`config.mk`:
```
export PLATFORM = sky130hd
export DESIGN_NAME = softmax_norm_seq
export DESIGN_NICKNAME = d
export VERILOG_FILES = /design/src/rtl/softmax_norm_seq_pkg.sv /design/src/rtl/softmax_norm_seq_sub_sub_add.sv /design/src/rtl/softmax_norm_seq.sv
export SDC_FILE = /design/constraint.sdc
export NUM_CORES = 1
export LEC_CHECK = 0
export ABC_CLOCK_PERIOD_IN_PS = 3100
export CAP_MARGIN = 10
export CORE_MARGIN = 3
export CORE_UTILIZATION = 38
export DETAILED_ROUTE_END_ITERATION = 16
export GPL_TIMING_DRIVEN = 0
export PLACE_DENSITY = 0.68
export RECOVER_POWER = 100
export REMOVE_ABC_BUFFERS = 1
export SETUP_SLACK_MARGIN = 0.15
export SKIP_CTS_REPAIR_TIMING = 1
export SYNTH_ARGS = -nofsm -noshare
export SYNTH_HDL_FRONTEND = slang
export SYNTH_SLANG_ARGS = --single-unit
```
`constraint.sdc`:
```
create_clock -name clk -period 3.1 [get_ports clk]
set_clock_uncertainty 0.15 [all_clocks]
set_input_delay 0.465 -clock clk [delete_from_list [all_inputs] [get_ports clk]]
set_output_delay 0.465 -clock clk [all_outputs]
set_load 0.05 [all_outputs]
```
`src/rtl/softmax_norm_seq_pkg.sv`:
```
// Shared types and defaults for the softmax normalisation sequencer.
package softmax_pkg;

    localparam int SM_DATA_WIDTH = 8;
    localparam int SM_DEPTH      = 4;
    localparam int SM_CMP_W      = 32;

    typedef enum logic [0:0] {
        LOAD    = 1'b0,
        COMPUTE = 1'b1
    } state_t;

    // Signed-max decision: true when cand should replace cur as the running maximum.
    // Callers sign-extend their operands to SM_CMP_W bits.
    function automatic logic is_new_max(input logic signed [SM_CMP_W-1:0] cand,
                                        input logic signed [SM_CMP_W-1:0] cur);
        return cand > cur;
    endfunction

endpackage

```
`src/rtl/softmax_norm_seq_sub_sub_add.sv`:
```
// Three-operand normaliser datapath: result = (-num1) + (-num2) + num3, wrapping.
module sub_sub_add #(
    parameter int DATA_WIDTH = 8
) (
    input  logic [DATA_WIDTH-1:0] num1,
    input  logic [DATA_WIDTH-1:0] num2,
    input  logic [DATA_WIDTH-1:0] num3,
    output logic [DATA_WIDTH-1:0] result
);

    assign result = (-num1) + (-num2) + num3;

endmodule

```
`src/rtl/softmax_norm_seq.sv`:
```
// Two-phase pseudo-softmax sequencer: buffer a vector and track its max, then
// stream x_i - max - offset through the shared sub_sub_add datapath.
module softmax_norm_seq
    import softmax_pkg::*;
#(
    parameter int DATA_WIDTH = SM_DATA_WIDTH,
    parameter int DEPTH      = SM_DEPTH
) (
    input  logic                  clk,
    input  logic                  rst_n,
    input  logic                  flush,
    input  logic [DATA_WIDTH-1:0] cfg_offset,
    input  logic                  in_valid,
    output logic                  in_ready,
    input  logic [DATA_WIDTH-1:0] in_data,
    output logic                  out_valid,
    input  logic                  out_ready,
    output logic [DATA_WIDTH-1:0] out_data,
    output logic                  out_last,
    output logic                  busy
);

    localparam int               IDX_W    = $clog2(DEPTH);
    localparam logic [IDX_W-1:0] LAST_IDX = IDX_W'(DEPTH - 1);

    state_t                r_state;
    logic [IDX_W-1:0]      r_wr_idx;
    logic [IDX_W-1:0]      r_rd_idx;
    logic [DATA_WIDTH-1:0] r_max;
    logic [DATA_WIDTH-1:0] r_offset;
    logic [DATA_WIDTH-1:0] r_buf [DEPTH];
    logic [DATA_WIDTH-1:0] r_out_data;
    logic                  r_out_valid;
    logic                  r_out_last;

    logic                  w_accept;
    logic                  w_out_load;
    logic                  w_take_max;
    logic [DATA_WIDTH-1:0] w_result;

    assign in_ready   = (r_state == LOAD);
    assign w_accept   = in_valid & in_ready;
    assign w_out_load = (r_state == COMPUTE) & (~r_out_valid | out_ready);
    assign w_take_max = is_new_max(SM_CMP_W'(signed'(in_data)), SM_CMP_W'(signed'(r_max)));

    sub_sub_add #(
        .DATA_WIDTH(DATA_WIDTH)
    ) u_ssa (
        .num1  (r_max),
        .num2  (r_offset),
        .num3  (r_buf[r_rd_idx]),
        .result(w_result)
    );

    // Buffer holds data only; its contents after reset are irrelevant.
    always_ff @(posedge clk) begin
        if (!flush && w_accept) begin
            r_buf[r_wr_idx] <= in_data;
        end
    end

    always_ff @(posedge clk or negedge rst_n) begin
        if (!rst_n) begin
            r_state     <= LOAD;
            r_wr_idx    <= '0;
            r_rd_idx    <= '0;
            r_max       <= '0;
            r_offset    <= '0;
            r_out_data  <= '0;
            r_out_valid <= 1'b0;
            r_out_last  <= 1'b0;
        end else if (flush) begin
            r_state     <= LOAD;
            r_wr_idx    <= '0;
            r_rd_idx    <= '0;
            r_out_valid <= 1'b0;
            r_out_last  <= 1'b0;
        end else begin
            case (r_state)
                LOAD: begin
                    // A result left over from the previous vector may drain here.
                    if (r_out_valid && out_ready) begin
                        r_out_valid <= 1'b0;
                    end
                    if (w_accept) begin
                        if (r_wr_idx == '0) begin
                            r_max    <= in_data;
                            r_offset <= cfg_offset;
                        end else if (w_take_max) begin
                            r_max <= in_data;
                        end
                        if (r_wr_idx == LAST_IDX) begin
                            r_wr_idx <= '0;
                            r_state  <= COMPUTE;
                        end else begin
                            r_wr_idx <= r_wr_idx + 1'b1;
                        end
                    end
                end
                COMPUTE: begin
                    if (w_out_load) begin
                        r_out_data  <= w_result;
                        r_out_valid <= 1'b1;
                        r_out_last  <= (r_rd_idx == LAST_IDX);
                        if (r_rd_idx == LAST_IDX) begin
                            r_rd_idx <= '0;
                            r_state  <= LOAD;
                        end else begin
                            r_rd_idx <= r_rd_idx + 1'b1;
                        end
                    end
                end
                default: r_state <= LOAD;
            endcase
        end
    end

    assign out_valid = r_out_valid;
    assign out_data  = r_out_data;
    assign out_last  = r_out_last;
    assign busy      = (r_state == COMPUTE) | r_out_valid;

endmodule
```
==> out/metrics.yaml, run 1 <==
status: "finished, violations left"
violations: "capacitance limit, slew limit"
wl_per_cell_um: 14.83
grt_usage_pct: 13.38
synth_seq_cells: 63
power_density_nw_per_um2: 812.1
avgSynthCellArea_um2: 13.29
cp_slowest_stage_delay_ns: 0.66
drive_above_1_share_pct: 21.13
setup_viol: 0
layout_commonest_cell: "edfxtp_1"
finalCriticalPeriod_ns: 2.893
r2r_slack_ns: 0.21
post-route-drc-count: 0
cts.path.max_buffers: 2
num_io_pins: 33
crit_required_ns: 3.18
cts-root-buf: "clkbuf_8"
area_growth_pct: 22.86
whs_path_depth: 2
synthCells: 238
syn_area_um2: 3163
htree_levels: 3
drt_pass1_iterations: 4
crit_fanout: 21
cts.clk_slew.worst_paths_ns: 0.07
die_y_um: 97.24
peakVddDrop_uv: 343.4
timing.final.crit_share_pct: 93.32
rr_endpoint: "out_data[5]$_DFFE_PN0P_"
ys_warn_count: 0
routed_wl_um: 5725
rows: 32
slew_headroom_pct: -18.08
antenna_found_initial: 0
hold_viol_final: 0
rsz0062_at_grt: "true"
place_hpwl_um: 4059
cp_slowest_cell: "dlygate4sd3_1"
cts_buffers: 9
nNetsFinal: 327
clock_latency_ns: 0.35
overflow: 0
arrival_ns: 2.97
die-area_um2: 9455
r2r-start: "r_rd_idx[0]$_DFFE_PN0P_"
core_area_um2: 7888
min_path_type: "reg -> reg"
p_int_w: 0.002072
max_freq_ghz: 0.3457
power_frac_clock_pct: 25.8
antenna_cells: 0
fin_cells: 386
ys_top_cells_by_area: "edfxtp_1 30%, dfrtp_1 25%, ha_1 7.9%, mux4_1 5.8%, fa_1 4.4%"
yosysSeqAreaShare_pct: 54.91
drtAntennaViolNets: 0
whs_ns: 0.3221
seqPwrFrac_pct: 33.7
placed_cells: 365
cp_top_family: "simple AND/OR/NAND/NOR gates"
crit_chain: "dlygate4sd3_1 -> nor2_1 -> and2_2 -> a21oi_1 -> a41oi_2 -> mux2_2"
grt_max_degree: 32
min_to: "out_data[5]$_DFFE_PN0P_"
viasPerCell: 4.899
timing.final.max_slew_violations: 32
min_from: "out_data[5]$_DFFE_PN0P_"
yosysTopAreaCell: "edfxtp_1"
synth_top_area_share_pct: 30.38
worst_setup_path_end_kind: "flip-flop"
gp_congestion: 0.8668
synth.distinct_cells: 41
grt_pass1_wl_um: 9673
path_class: "in -> reg"
startpoint_type: "primary input"
sw_frac_of_total_pct: 34.36
most-common-layout-cells: "32 x edfxtp_1, 29 x dfrtp_1, 26 x inv_1"
start_util_pct: 40.10
combPwrFrac_pct: 40.5
leakagePower_nw: 1.587
portBuffers: 32
clkSinkCount: 63
num_vias: 1891
grt_pass1_vias: 2006
drtIter0Drc: 111
fp.dieW_um: 97.24
p_sw_w: 0.001084
reg2regPathDepth: 11
crit_buf_inv: 1
cts_tree: "built"
drv_cap: 1
tightestPinTransition_ns: 1.771
fillCellCount: 706
-- metal layers --
layer  track usage (%)  vias up  wire (um)
met5                 0        -          0
met4             4.686        0         87
met1             16.37      910       2504
met3             5.312       12        371
li1                  -      926          -
met2             21.55       43       2761
-- area by class of cell --
class	instances	area, um^2	share of cell area [%]
Clock buffer	10	137.6	3.542
Inverter	27	101.3	2.608
Multi-Input combinational cell	141	1330	34.22
Clock inverter	6	92.59	2.382
Sequential cell	63	1742	44.82
Tap cell	102	127.6	3.284
Timing Repair Buffer	37	355.3	9.144
-- worst max-delay path by stage --
stage / slack (ns) / depth (start not counted) / start / end
global placement: -0.41 / 6 / flush / r_max[7]$_DFFE_PN0P_
detailed placement: -0.47 / 6 / flush / r_max[6]$_DFFE_PN0P_
floorplan: 0.08 / 11 / r_rd_idx[0]$_DFFE_PN0P_ / out_data[6]$_DFFE_PN0P_
finish: 0.21 / 6 / flush / r_max[6]$_DFFE_PN0P_
global route: 0.01 / 11 / r_rd_idx[0]$_DFFE_PN0P_ / out_data[6]$_DFFE_PN0P_
CTS: -0.32 / 11 / r_rd_idx[0]$_DFFE_PN0P_ / out_data[6]$_DFFE_PN0P_
-- cell families (layout without fill, tap and decap cells) --
logic type	after synthesis	count (layout)	share of synthesized area [%]
fa+ha+maj	27	27	12.34
simple gates	46	46	7.357
mux	22	22	11.43
xor+xnor	7	7	1.938
compound gates	39	39	7.398
buf+inv	34	80	4.628
flops	63	63	54.90
-- tightest hold or removal path, cell delays in order (launching register included) --
cell and delay (ns):
dfrtp_1 0.34, nand2_1 0.04, o21ai_0 0.06
-- flip-flops by register name, summed over array words and instances, names as in the netlist --
signal and count:
r_wr_idx 2, r_offset 8, r_buf 32, r_max 8, out_data 8, r_rd_idx 2
out_last 1, r_state 1, out_valid 1
-- per-stage QoR --
stage                     util (%)  setup slack [ns]  total power [W]  setup TNS, ns  instance area (um^2)
final                        49.27            0.2072         0.003156              0                  3886
after global placement       45.21           -0.4083         0.002179         -3.618                  3566
after CTS                    48.06           -0.3203         0.003033         -1.519                  3791
after global routing         49.27           0.01319         0.003402              0                  3886
after floorplan                  -           0.07560         0.001919              0                  3118
after detailed placement     45.15           -0.4745         0.002211         -4.379                  3561
-- synth_stat cells --
master     n
edfxtp_1  32
dfrtp_1   31
inv_1     27
ha_1      20
nand2_1   16
a21oi_1   14
o21ai_0   14
mux2_2    12
nor2_1     8
fa_1       7
mux4_1     7
xnor2_1    6
and2_1     4
clkbuf_1   4
nor3_1     3
and3_1     2
mux2i_1    2
nand3_1    2
nand4_1    2
nor2b_1    2
o21a_1     2
or2_2      2
a211o_1    1
a21o_1     1
a21o_2     1
a311oi_1   1
a41oi_1    1
a41oi_2    1
and2_4     1
buf_6      1
clkbuf_2   1
clkbuf_8   1
mux4_2     1
nand2b_1   1
nand2b_4   1
nor3b_1    1
o21ai_1    1
o21bai_1   1
o31ai_1    1
or2_1      1
xor2_1     1
-- power by group through the flow --
stage | combinational, W | clock, W | sequential, W
after detailed placement | 0.00112 | 0 | 0.00109
after global routing | 0.00144 | 0.000882 | 0.00108
after floorplan | 0.000734 | 0 | 0.00118
final | 0.00128 | 0.000814 | 0.00106
after CTS | 0.00113 | 0.000836 | 0.00107
after global placement | 0.00110 | 0 | 0.00108
No activity file was read; power rests on OpenSTA's default activity.
==> run 2: changes to the inputs <==
Settings changed: CAP_MARGIN 10 to 5, CORE_ASPECT_RATIO from default to 0.6, CORE_MARGIN 3 to default.
==> run 2 against run 1 <==
Compared with the run above:
- the flow still finishes with violations (capacitance limit, slew limit)
- cell area grew 3.0%
- routed wire length is 3.0% higher
- clock power rose by 31%
- hold slack got worse by 0.0015 ns
- combinational power grew 4%
- sequential share of layout area is 1.4 points lower
- largest power group unchanged
==> out/metrics.yaml, run 2 (synthesis results as in run 1) <==
status: "finished, violations left"  # unchanged
violations: "capacitance limit, slew limit"  # unchanged
gp_congestion: 0.7939  # was 0.8668
num_io_pins: 33  # unchanged
portBuffers: 32  # unchanged
antenna_found_initial: 0  # unchanged
finalCriticalPeriod_ns: 2.912  # was 2.893 ns
cts.clk_slew.worst_paths_ns: 0.05  # was 0.07 ns
hold_viol_final: 0  # unchanged
antenna_cells: 0  # unchanged
core_area_um2: 7976  # was 7888 um^2
clkSinkCount: 63  # unchanged
htree_levels: 3  # unchanged
cts_tree: "built"  # unchanged
drv_cap: 1  # unchanged
post-route-drc-count: 0  # unchanged
tightestPinTransition_ns: 1.794  # was 1.771 ns
layout_setup_ws_ns: 0.1877  # was 0.2072 ns
max_freq_ghz: 0.3434  # was 0.3457 GHz
viasPerCell: 4.794  # was 4.899
crit_chain: "buf_6 -> mux4_2 -> fa_1 -> ha_4 -> a21oi_1 -> nor2_1 -> a211o_1 -> xnor2_2 -> o21ai_0"  # was dlygate4sd3_1 -> nor2_1 -> and2_2 -> a21oi_1 -> a41oi_2 -> mux2_2
num_vias: 1889  # was 1891
reg2regPathDepth: 9  # was 11
rsz0062_at_grt: "true"  # unchanged
start_util_pct: 39.65  # was 40.10%
worst_setup_path_end_kind: "flip-flop"  # unchanged
cts-root-buf: "clkbuf_16"  # was clkbuf_8
die_y_um: 72.67  # was 97.24 um
cts.path.max_buffers: 2  # unchanged
startpoint_type: "flip-flop"  # was primary input
crit_required_ns: 3.19  # was 3.18 ns
setup_viol: 0  # unchanged
drtIter0Drc: 67  # was 111
cp_slowest_cell: "fa_1"  # was dlygate4sd3_1
whs_path_depth: 2  # unchanged
die-area_um2: 8705  # was 9455 um^2
layout_commonest_cell: "edfxtp_1"  # unchanged
cts_buffers: 9  # unchanged
routed_wl_um: 5899  # was 5725 um
leakagePower_nw: 1.644  # was 1.587 nW
min_path_type: "reg -> reg"  # unchanged
peakVddDrop_uv: 381.8  # was 343.4 uV
grt_pass1_wl_um: 9349  # was 9673 um
largest_register: "r_buf"  # unchanged
wl_per_cell_um: 14.97  # was 14.83 um
clock_latency_ns: 0.33  # was 0.35 ns
fp.dieW_um: 119.8  # was 97.24 um
place_hpwl_um: 4034  # was 4059 um
fin_tns_setup_ns: 0  # unchanged
most-common-layout-cells: "32 x edfxtp_1, 29 x dfrtp_1, 24 x inv_1"  # was 32 x edfxtp_1, 29 x dfrtp_1, 26 x inv_1
drt_pass1_iterations: 4  # unchanged
timing.final.max_slew_violations: 32  # unchanged
largest_register_ffs: 32  # unchanged
post-place-ws_ns: -0.3881  # was -0.4745 ns
path_class: "reg -> reg"  # was in -> reg
grt_pass1_vias: 1842  # was 2006
overflow: 0  # unchanged
drive_above_1_share_pct: 21.68  # was 21.13%
crit_fanout: 5  # was 21
drtAntennaViolNets: 0  # unchanged
rows: 25  # was 32
multi_input_area_um2: 1333  # was 1330 um^2
power_density_nw_per_um2: 867.0  # was 812.1 nW/um^2
grt_usage_pct: 14.97  # was 13.38%
finalPower_w: 0.003469  # was 0.003156 W
area_growth_pct: 26.50  # was 22.86%
arrival_ns: 3.01  # was 2.97 ns
cp_slowest_stage_delay_ns: 0.57  # was 0.66 ns
slew_headroom_pct: -19.61  # was -18.08%
nNetsFinal: 329  # was 327
timing.final.crit_share_pct: 93.95  # was 93.32%
grt_max_degree: 32  # unchanged
fillCellCount: 698  # was 706
register_area_um2: 1739  # was 1742 um^2
==> run 2: cell count changes in the layout (fill, tap and decap cells not counted), sizes merged <==
cell	before	now
buf	4	7
clkbuf	12	10
clkinv	1	3
inv	28	27
==> run 2: layout make-up <==
class | count | area share (%)
timing repair buffer | 39 | 9.256
tap | 108 | 3.377
multi-input combinational | 141 | 33.30
clock buffer | 9 | 5.629
inverter | 27 | 2.533
clock inverter | 7 | 2.439
sequential | 63 | 43.46
==> run 2: per-layer routing <==
layer	GRT usage [%]	vias to the layer above	wire (um)
li1	-	926	-
met1	20.41	907	3012
met2	21.39	47	2499
met3	6.953	9	293
met4	4.167	0	93
met5	0	-	0
==> run 2: critical path: cells and delay by family, from the launching register on <==
family | cells | cell delay [ns]
AO/OA/AOI/OAI | 3 | 0.60
XOR/XNOR | 1 | 0.13
AND/OR/NAND/NOR | 1 | 0.06
multiplexers | 1 | 0.51
buffers and inverters | 1 | 0.15
flip-flops | 1 | 0.42
adder cells (fa/ha/maj) | 2 | 0.80
==> run 2: final timing paths <==
check	to	from	slack, ns
setup / recovery	out_data[5]$_DFFE_PN0P_	r_rd_idx[0]$_DFFE_PN0P_	0.19
hold reg to reg	out_data[4]$_DFFE_PN0P_	out_data[4]$_DFFE_PN0P_	0.32
max in group asynchronous	r_rd_idx[0]$_DFFE_PN0P_	rst_n	1.17
setup reg to reg	out_data[5]$_DFFE_PN0P_	r_rd_idx[0]$_DFFE_PN0P_	0.19
hold / removal	out_data[4]$_DFFE_PN0P_	out_data[4]$_DFFE_PN0P_	0.32
min in group asynchronous	r_offset[2]$_DFFE_PN0P_	rst_n	0.47
==> run 2: per-stage QoR <==
step | std cells | instance area, um^2 | hold WS, ns | util, %
floorplan | 231 | 3118 | 0.01941 | -
global placement | 371 | 3573 | 0.3119 | 44.80
detailed placement | 371 | 3568 | 0.3199 | 44.74
CTS | 387 | 3891 | 0.06868 | 48.78
global route | 394 | 4001 | 0.3596 | 50.16
finish | 394 | 4001 | 0.3206 | 50.16
==> run 2: power by group <==
| part | total (W) | internal [W] | switching (W) |
|---|---|---|---|
| registers | 0.00107 | 0.000996 | 0.0000699 |
| logic | 0.00133 | 0.000629 | 0.000703 |
| clock network | 0.00107 | 0.000704 | 0.000368 |
==> run 3: changes to the inputs <==
Settings changed: MAX_ROUTING_LAYER from default to met4.
==> run 3 against run 2 <==
Compared with the run above:
- the flow still finishes with violations (capacitance limit, slew limit)
- worst setup slack gained 0.00055 ns
- cell count unchanged
- sequential power barely moved
- global-route usage grew 0.50 points
- hold slack is the same
- first-iteration DRC count increased by 21%
- critical path depth unchanged
- cell area unchanged
- critical endpoint unchanged
==> out/metrics.yaml, run 3 (synthesis results as in run 1) <==
largest_register_ffs: 32  # unchanged
die-area_um2: 8705  # unchanged
status: "finished, violations left"  # unchanged
r2r_slack_ns: 0.19  # about the same
nNetsFinal: 329  # unchanged
most-common-layout-cells: "32 x edfxtp_1, 29 x dfrtp_1, 24 x inv_1"  # unchanged
largest_register: "r_buf"  # unchanged
reg2regPathDepth: 9  # unchanged
num_vias: 1869  # was 1889
leakagePower_nw: 1.644  # unchanged
min_path_type: "reg -> reg"  # unchanged
antenna_found_initial: 0  # unchanged
timing.final.crit_share_pct: 93.93  # was 93.95%
worst_setup_path_end_kind: "flip-flop"  # unchanged
fillCellCount: 698  # unchanged
place_hpwl_um: 4034  # unchanged
p_sw_w: 0.001138  # was 0.001140 W
sw_frac_of_total_pct: 32.83  # was 32.87%
portBuffers: 32  # unchanged
drv_cap: 1  # unchanged
min_from: "out_data[4]$_DFFE_PN0P_"  # unchanged
grt_max_degree: 32  # unchanged
violations: "capacitance limit, slew limit"  # unchanged
power_frac_clock_pct: 30.8  # was 30.9%
r2r-start: "r_rd_idx[0]$_DFFE_PN0P_"  # unchanged
tightestPinTransition_ns: 1.804  # was 1.794 ns
rr_endpoint: "out_data[5]$_DFFE_PN0P_"  # unchanged
rsz0062_at_grt: "true"  # unchanged
clock_latency_ns: 0.33  # about the same
slew_headroom_pct: -20.26  # was -19.61%
wl_per_cell_um: 14.93  # was 14.97 um
min_to: "out_data[4]$_DFFE_PN0P_"  # unchanged
drtIter0Drc: 81  # was 67
max_freq_ghz: 0.3434  # about the same
crit_chain: "buf_6 -> mux4_2 -> fa_1 -> ha_4 -> a21oi_1 -> nor2_1 -> a211o_1 -> xnor2_2 -> o21ai_0"  # unchanged
fin_util_pct: 50.16  # unchanged
drt_pass1_iterations: 4  # unchanged
grt_pass1_vias: 1843  # was 1842
clkSinkCount: 63  # unchanged
power_density_nw_per_um2: 866.5  # was 867.0 nW/um^2
overflow: 0  # unchanged
seqPwrFrac_pct: 30.8  # was 30.7%
viasPerCell: 4.744  # was 4.794
gp_congestion: 0.8051  # was 0.7939
drive_above_1_share_pct: 21.68  # unchanged
place_area_um2: 3568  # unchanged
setup_viol: 0  # unchanged
cp_slowest_cell: "fa_1"  # unchanged
crit_fanout: 5  # unchanged
peakVddDrop_uv: 381.1  # was 381.8 uV
htree_levels: 3  # unchanged
finalCriticalPeriod_ns: 2.912  # about the same
cts-root-buf: "clkbuf_16"  # unchanged
rows: 25  # unchanged
finalPower_w: 0.003467  # was 0.003469 W
placed_cells: 371  # unchanged
path_class: "reg -> reg"  # unchanged
layout_commonest_cell: "edfxtp_1"  # unchanged
grt_pass1_wl_um: 9356  # was 9349 um
fin_area_um2: 4001  # unchanged
timing.final.max_slew_violations: 32  # unchanged
cts.clk_slew.worst_paths_ns: 0.05  # about the same
cts.path.max_buffers: 2  # unchanged
die_y_um: 72.67  # unchanged
start_util_pct: 39.65  # unchanged
post-route-drc-count: 0  # unchanged
drtAntennaViolNets: 0  # unchanged
cp_slowest_stage_delay_ns: 0.57  # about the same
fp.dieW_um: 119.8  # unchanged
p_int_w: 0.002329  # about the same
crit_required_ns: 3.19  # about the same
combPwrFrac_pct: 38.4  # about the same
core_area_um2: 7976  # unchanged
cts_buffers: 9  # unchanged
fin_cells: 394  # unchanged
cts_tree: "built"  # unchanged
startpoint_type: "flip-flop"  # unchanged
antenna_cells: 0  # unchanged
num_io_pins: 33  # unchanged
grt_usage_pct: 15.46  # was 14.97%
hold_viol_final: 0  # unchanged
routed_wl_um: 5883  # was 5899 um
arrival_ns: 3.01  # about the same
area_growth_pct: 26.50  # unchanged
whs_path_depth: 2  # unchanged
==> run 3: per-stage QoR <==
step           worst slack [ns]  hold WS (ns)  TNS [ns]
2_1_floorplan           0.07560       0.01941         0
5_1_grt                  0.1050        0.3596         0
4_1_cts                 -0.3330       0.06868    -1.005
3_5_place_dp            -0.3881        0.3199    -3.720
3_3_place_gp            -0.3727        0.3119    -3.464
6_report                 0.1882        0.3206         0
==> run 3: worst max path at each step <==
| stage | start | to | slack, ns | depth (start not counted) |
|---|---|---|---|---|
| 4_1_cts | r_rd_idx[0]$_DFFE_PN0P_ | out_data[6]$_DFFE_PN0P_ | -0.33 | 11 |
| 3_3_place_gp | flush | r_max[7]$_DFFE_PN0P_ | -0.37 | 6 |
| 5_1_grt | r_rd_idx[0]$_DFFE_PN0P_ | out_data[7]$_DFFE_PN0P_ | 0.11 | 9 |
| 2_1_floorplan | r_rd_idx[0]$_DFFE_PN0P_ | out_data[6]$_DFFE_PN0P_ | 0.08 | 11 |
| 6_report | r_rd_idx[0]$_DFFE_PN0P_ | out_data[5]$_DFFE_PN0P_ | 0.19 | 9 |
| 3_5_place_dp | flush | r_max[3]$_DFFE_PN0P_ | -0.39 | 6 |
==> run 3: critical path: cells and delay by family (launching register included) <==
| kind | cells | cell delay, ns |
|---|---|---|
| xor+xnor | 1 | 0.13 |
| simple gates | 1 | 0.06 |
| fa+ha+maj | 2 | 0.80 |
| compound gates | 3 | 0.60 |
| mux | 1 | 0.51 |
| flops | 1 | 0.42 |
| buf+inv | 1 | 0.15 |
==> run 3: cell type report <==
cell class | count | area (um^2) | share of cell area [%]
Sequential cell | 63 | 1739 | 43.46
Tap cell | 108 | 135.1 | 3.377
Clock inverter | 7 | 97.59 | 2.439
Inverter | 27 | 101.3 | 2.533
Clock buffer | 9 | 225.2 | 5.629
Multi-Input combinational cell | 141 | 1333 | 33.30
Timing Repair Buffer | 39 | 370.4 | 9.256
==> run 3: power groups by stage <==
stage / combinational [W] / clock, W / sequential (W)
final: 0.00133 / 0.00107 / 0.00107
after global routing: 0.00148 / 0.00113 / 0.00108
after CTS: 0.00113 / 0.00109 / 0.00107
after detailed placement: 0.00113 / 0 / 0.00109
after global placement: 0.00111 / 0 / 0.00108
after floorplan: 0.000734 / 0 / 0.00118
==> run 3: per-layer routing <==
layer | GRT usage [%] | vias to the layer above | routed length [um]
met1 | 20.61 | 895 | 3005
met4 | 4.167 | 0 | 51
met3 | 6.797 | 6 | 290
li1 | - | 925 | -
met2 | 21.32 | 43 | 2536
met5 | - | - | 0
